$ cat src/rtl/dispatch_pkg.sv
// Shared types for the decode->dispatch stage: micro-op layout, station indices, occupancy states.
// Latency: n/a (types and constants only).
// Backpressure: n/a.
package dispatch_pkg;

    // Reservation station indices in the default four-station machine
    localparam int RS_ALU = 0;
    localparam int RS_BR  = 1;
    localparam int RS_LSU = 2;
    localparam int RS_MUL = 3;

    // Skid buffer occupancy; the head always lives in the main register
    typedef enum logic [1:0] {
        EMPTY = 2'd0,
        ONE   = 2'd1,
        TWO   = 2'd2
    } occ_t;

    // Decoded micro-op; the dispatch stage carries it opaquely as UOP_W bits
    typedef struct packed {
        logic [15:0] pc;
        logic [4:0]  rs1;
        logic [4:0]  rs2;
        logic [11:0] imm;
        logic [3:0]  alu_ctl;
        logic [4:0]  rob_tag1;
        logic [4:0]  rob_tag2;
        logic [1:0]  busy;
        logic [4:0]  rd;
        logic [4:0]  commit_info;
    } uop_t;

    localparam int UOP_W_DEF = $bits(uop_t);

endpackage

$ cat src/rtl/skid_buffer2.sv
// Generic 2-entry FIFO-ordered buffer with registered in_rdy; head held in main_q, overflow in skid_q.
// Latency: push at edge N is visible on out_dat_o/out_vld_o after edge N (one cycle).
// Backpressure: in_rdy_o drops the cycle after the buffer fills; flush empties it and reopens input.
module skid_buffer2
    import dispatch_pkg::*;
#(
    parameter int W = 8
) (
    input  logic         clk,
    input  logic         rst_n,
    input  logic         flush_i,
    input  logic         in_vld_i,
    output logic         in_rdy_o,
    input  logic [W-1:0] in_dat_i,
    output logic         out_vld_o,
    output logic [W-1:0] out_dat_o,
    input  logic         pop_i
);

    occ_t         occ_q;
    logic         in_rdy_q;
    logic         out_vld_q;
    logic [W-1:0] main_q;
    logic [W-1:0] skid_q;
    logic         push;

    assign push      = in_vld_i & in_rdy_q;
    assign in_rdy_o  = in_rdy_q;
    assign out_vld_o = out_vld_q;
    assign out_dat_o = main_q;

    // Occupancy FSM with registered ready/valid; payload regs load only on push or shift
    always_ff @(posedge clk or negedge rst_n) begin
        if (!rst_n) begin
            occ_q     <= EMPTY;
            in_rdy_q  <= 1'b1;
            out_vld_q <= 1'b0;
            main_q    <= '0;
            skid_q    <= '0;
        end else if (flush_i) begin
            // Flush wins over push and pop; stale payload is hidden by out_vld_q
            occ_q     <= EMPTY;
            in_rdy_q  <= 1'b1;
            out_vld_q <= 1'b0;
        end else begin
            case (occ_q)
                EMPTY: begin
                    if (push) begin
                        main_q    <= in_dat_i;
                        occ_q     <= ONE;
                        out_vld_q <= 1'b1;
                    end
                end
                ONE: begin
                    if (push && pop_i) begin
                        main_q <= in_dat_i;
                    end else if (push) begin
                        skid_q   <= in_dat_i;
                        occ_q    <= TWO;
                        in_rdy_q <= 1'b0;
                    end else if (pop_i) begin
                        occ_q     <= EMPTY;
                        out_vld_q <= 1'b0;
                    end
                end
                TWO: begin
                    if (pop_i) begin
                        main_q   <= skid_q;
                        occ_q    <= ONE;
                        in_rdy_q <= 1'b1;
                    end
                end
                default: begin
                    occ_q     <= EMPTY;
                    in_rdy_q  <= 1'b1;
                    out_vld_q <= 1'b0;
                end
            endcase
        end
    end

endmodule

$ cat src/rtl/dispatch_skid_stage.sv
// Decode->dispatch stage: 2-deep skid buffer, station steering gated by rs_full/rob_full, ROB flush.
// Latency: one cycle push-to-valid; fire is same-cycle combinational from the buffered head.
// Backpressure: registered in_ready; optional STALL_CNT_EN macro adds saturating stall counters.
module dispatch_skid_stage
    import dispatch_pkg::*;
#(
    parameter int UOP_W   = 64,
    parameter int NUM_RS  = 4,
    parameter int RS_BITS = 2,
    parameter int CNT_W   = 16
) (
    input  logic               clk,
    input  logic               globalReset_n,
    input  logic               flush,
    input  logic               in_valid,
    output logic               in_ready,
    input  logic [UOP_W-1:0]   in_uop,
    input  logic [RS_BITS-1:0] in_station,
    input  logic               in_needs_rs,
    input  logic [NUM_RS-1:0]  rs_full,
    input  logic               rob_full,
    output logic               out_valid,
    output logic [UOP_W-1:0]   out_uop,
    output logic [NUM_RS-1:0]  out_station_req,
    output logic               out_rob_req
`ifdef STALL_CNT_EN
    ,
    output logic [CNT_W-1:0]   stall_rob_cnt,
    output logic [CNT_W-1:0]   stall_rs_cnt
`endif
);

    localparam int ENT_W = 1 + RS_BITS + UOP_W;

    logic [ENT_W-1:0]   head_dat;
    logic               head_needs_rs;
    logic [RS_BITS-1:0] head_station;
    logic               rs_blocked;
    logic               fire;

    skid_buffer2 #(
        .W (ENT_W)
    ) u_skid (
        .clk       (clk),
        .rst_n     (globalReset_n),
        .flush_i   (flush),
        .in_vld_i  (in_valid),
        .in_rdy_o  (in_ready),
        .in_dat_i  ({in_needs_rs, in_station, in_uop}),
        .out_vld_o (out_valid),
        .out_dat_o (head_dat),
        .pop_i     (fire)
    );

    assign {head_needs_rs, head_station, out_uop} = head_dat;

    // Station full only matters when the head actually needs a station
    assign rs_blocked = head_needs_rs & rs_full[head_station];
    assign fire       = out_valid & ~flush & ~rob_full & ~rs_blocked;

    assign out_rob_req = fire;

    // One-hot steering request, only on the fire cycle and only for station-bound uops
    always_comb begin
        out_station_req = '0;
        for (int i = 0; i < NUM_RS; i++) begin
            if (fire && head_needs_rs && (head_station == RS_BITS'(i))) begin
                out_station_req[i] = 1'b1;
            end
        end
    end

`ifdef STALL_CNT_EN
    logic             rob_stall;
    logic             rs_stall;
    logic [CNT_W-1:0] stall_rob_cnt_q;
    logic [CNT_W-1:0] stall_rs_cnt_q;

    assign rob_stall = out_valid & rob_full & ~flush;
    assign rs_stall  = out_valid & ~rob_full & rs_blocked & ~flush;

    // Saturating stall counters; flush does not clear them, only reset does
    always_ff @(posedge clk or negedge globalReset_n) begin
        if (!globalReset_n) begin
            stall_rob_cnt_q <= '0;
            stall_rs_cnt_q  <= '0;
        end else begin
            if (rob_stall && (stall_rob_cnt_q != '1)) begin
                stall_rob_cnt_q <= stall_rob_cnt_q + CNT_W'(1);
            end
            if (rs_stall && (stall_rs_cnt_q != '1)) begin
                stall_rs_cnt_q <= stall_rs_cnt_q + CNT_W'(1);
            end
        end
    end

    assign stall_rob_cnt = stall_rob_cnt_q;
    assign stall_rs_cnt  = stall_rs_cnt_q;
`endif

    // Station select must cover every station, and counters need at least one bit
    a_cfg_ok: assert property (@(posedge clk)
        ((2 ** RS_BITS) >= NUM_RS) && (CNT_W > 0));

    // A station-bound head aimed past the last station could never fire
    a_station_range: assert property (@(posedge clk) disable iff (!globalReset_n)
        (out_valid && head_needs_rs) |-> ({1'b0, head_station} < NUM_RS[RS_BITS:0]));

endmodule
$ cat config.mk
export PLATFORM = sky130hd
export DESIGN_NAME = dispatch_skid_stage
export DESIGN_NICKNAME = d
export VERILOG_FILES = /design/src/rtl/dispatch_pkg.sv /design/src/rtl/skid_buffer2.sv /design/src/rtl/dispatch_skid_stage.sv
export SDC_FILE = /design/constraint.sdc
export NUM_CORES = 1
export LEC_CHECK = 0
export BUFFER_PORTS_ARGS = -buffer_cell sky130_fd_sc_hd__clkbuf_2
export CORE_MARGIN = 3
export CORE_UTILIZATION = 40
export DETAILED_ROUTE_END_ITERATION = 8
export PLACE_DENSITY = 0.61
export SYNTH_ARGS = -nofsm -noshare
export SYNTH_HDL_FRONTEND = slang
export SYNTH_HIERARCHICAL = 1
export SYNTH_SLANG_ARGS = --single-unit
$ cat constraint.sdc
create_clock -name clk -period 5.7 [get_ports clk]
set_input_delay 0.285 -clock clk [delete_from_list [all_inputs] [get_ports clk]]
set_output_delay 0.285 -clock clk [all_outputs]
set_load 0.02 [all_outputs]
==> flow_summary.json <==
{
  "yosysSeqAreaShare_pct": 58.5,
  "die_area_sq_um": 16200,
  "cts_root_buf": "clkbuf_16",
  "gr-usage-all-layers_pct": 16.2,
  "rsz0062_at_grt": "false",
  "setup_viol": 0,
  "swShare_pct": 33.5,
  "period_share_pct": 44.5,
  "placement_rows": 43,
  "synth-simple-area-share_pct": 7.04,
  "die_x_um": 127,
  "status": "completed",
  "vdd_drop_max_v": 0.000273,
  "core_sq_um": 14100,
  "seqPwrFrac_pct": 42.1,
  "synth-compound-area-share_pct": 6.49,
  "cts_buffer_depth": 2,
  "tns_ps": 0,
  "ant_nets": 0,
  "antennaDiodeCount": 0,
  "antenna_found_initial": 0,
  "worst_pin_slew_ps": 1130,
  "synthCells": 474,
  "die_h_um": 127,
  "synth_top_family_by_area": "multiplexers",
  "fin_util_pct": 52.0,
  "combPwrFrac_pct": 30.7,
  "power.leakage_nw": 3.28,
  "seqCellArea_sq_um": 3450,
  "yosys.cell_types.count": 29,
  "cp-end-kind": "register",
  "global_route.overflow_total": 0,
  "hold_viol_final": 0,
  "mostFrequentLayoutCells": "clkbuf_2, dfrtp_1, nor2_1",
  "cp.required_ps": 6030,
  "p_clk_share_pct": 27.2,
  "place_ws_ps": 3140,
  "via_count": 4035,
  "first_iter_violations": 201,
  "numClockSinks": 138,
  "cts_tree": "yes",
  "clk_pin_slew_worst_paths_ps": 60,
  "ys_warn_count": 6,
  "arrival_ps": 2870,
  "synth_area_sq_um": 5900,
  "final_common_cell": "clkbuf_2",
  "insertion_delay_ps": 410,
  "synth.mux.area_fraction_pct": 24.5,
  "p_switching_mw": 1.37,
  "wl_um": 12800,
  "viasPerCell": 4.98,
  "timing.rr.start": "u_skid/out_dat_o[65]",
  "fin_worst_skew_ps": 9.52,
  "cts_resized": 0,
  "synth_seq_cells": 138,
  "area_growth_pct": 24.7,
  "htreeDepth": 4,
  "grt_start_max_net_pins": 77,
  "worstSetupPathType": "register to register",
  "post_drt_wl_per_cell_um": 15.9,
  "hold_class": "primary input to register",
  "drc": 0,
  "synth_fa_ha_area_share_pct": 0,
  "max_cap_viol_count": 0,
  "syn_area_per_cell_sq_um": 12.4,
  "dp_hpwl_um": 8450,
  "synth_nets": 550,
  "power_density_nw_per_um2": 558,
  "startpoint": "u_skid/out_dat_o[65]",
  "worst_setup_path_start_kind": "register",
  "cts_made_buffers": 17,
  "p_int_mw": 2.73,
  "multi_input_area_sq_um": 2270,
  "fill_cells": 1237,
  "period_needed_ps": 2540,
  "min-delay-start": "in_uop[10]",
  "drive_gt1_share_pct": 40.0,
  "place_congestion": 0.761,
  "fin_ws_ps": 3160,
  "synth_xor_area_share_pct": 0.148,
  "initial_utilization_pct": 41.7,
  "fmax_mhz": 394,
  "relSlewSlack_pct": 24.4,
  "grt_pass1_vias": 4148,
  "cp_max_fo": 76,
  "drv_slew": 0,
  "first_pass_iters": 4,
  "grt_pass1_wl_um": 20800,
  "finalNetCount": 693,
  "io_buffers": 146,
  "ios": 147
}
==> worst max-delay path, cell delays in order (launching register included) <==
cell	delay [ps]
dfrtp_1	460
mux2i_1	260
o21ai_0	100
nor2_1	340
nand4b_1	210
a31oi_4	200
buf_4	610
nor2_1	90
a21oi_1	160
==> synth_stat cells <==
master / number / share of area (%)
nand4b_1: 1 / 0.15
nor4b_2: 1 / 0.25
nor3_1: 1 / 0.085
inv_1: 3 / 0.19
nor3b_1: 2 / 0.25
a31oi_2: 1 / 0.21
mux2i_1: 69 / 12
nand2_1: 5 / 0.32
nor2b_1: 3 / 0.32
dfrtp_1: 137 / 58
nor2_1: 71 / 4.5
o21ai_0: 2 / 0.17
nor3b_2: 1 / 0.21
nand4bb_1: 1 / 0.19
buf_6: 2 / 0.38
nor4_1: 1 / 0.11
dfstp_2: 1 / 0.45
buf_2: 17 / 1.4
xnor2_1: 1 / 0.15
a22oi_1: 1 / 0.13
buf_4: 10 / 1.3
nand2b_1: 2 / 0.21
nand4_1: 1 / 0.11
nor2_2: 1 / 0.11
a21oi_1: 68 / 5.8
nand3b_1: 1 / 0.13
nand3_1: 1 / 0.085
o22ai_1: 2 / 0.21
mux2_2: 67 / 13
==> what timing repair did <==
item                                    CTS  global route
endpoints found under the hold margin    71             0
hold buffers                              1             0
endpoints found under the setup margin    0             0
setup buffers                             0             0
==> power groups by stage <==
| stage | Clock (mW) | Sequential [mW] | Combinational, mW |
|---|---|---|---|
| 6_report | 1.12 | 1.73 | 1.26 |
| 3_3_place_gp | 0 | 1.71 | 1.24 |
| 2_1_floorplan | 0 | 1.94 | 0.628 |
| 5_1_grt | 1.20 | 1.78 | 1.38 |
| 4_1_cts | 1.15 | 1.73 | 1.28 |
| 3_5_place_dp | 0 | 1.74 | 1.27 |
==> area by class of cell <==
class                   instances  share of cell area [%]
clock buffers                  25                    6.73
multi-input cells             304                    30.8
clock inverters                 7                    1.53
repair buffers                153                    10.8
inverters                       3                   0.153
well taps                     180                    3.06
flip-flops and latches        138                    47.0
==> sequential cells by signal (all words and copies together), names as in the netlist <==
register	cells
u_skid/in_rdy_o	1
u_skid/occ_q	2
u_skid/out_dat_o	67
u_skid/out_vld_o	1
u_skid/skid_q	67
==> logic make-up after synthesis <==
family                    Yosys count
muxes                             136
and+or+nand+nor                    93
xor gates and xnor gates            1
AOI/OAI and AO/OA                  74
DFF                               138
buffers and inverters              32
==> per-layer routing <==
metal,GRT usage [%],vias to the layer above,wire (um)
met5,0,-,0
met4,5.17,0,76
met3,5.23,5,843
met2,25.7,116,6050
met1,21.2,1975,5880
li1,-,1939,-
==> worst paths after layout <==
path | to | slack, ps | cells past startpoint
min in group asynchronous | u_skid/out_vld_o | 460 | 2
max | u_skid/out_dat_o[54] | 3160 | 8
min reg2reg | u_skid/skid_q[47] | 500 | 1
max reg2reg | u_skid/out_dat_o[54] | 3160 | 8
min | u_skid/skid_q[10] | 130 | 2
max in group asynchronous | u_skid/skid_q[33] | 3930 | 3
==> metrics by stage <==
step	hold slack (ps)	cell area (sq um)	cells	power (mW)
5_1_grt	110	7360	810	4.36
3_5_place_dp	335	6740	777	3.01
6_report	127	7360	810	4.10
4_1_cts	98.6	7360	810	4.15
2_1_floorplan	-10.6	5900	474	2.57
3_3_place_gp	329	6740	777	2.95
No activity file was read; power rests on OpenSTA's default activity.
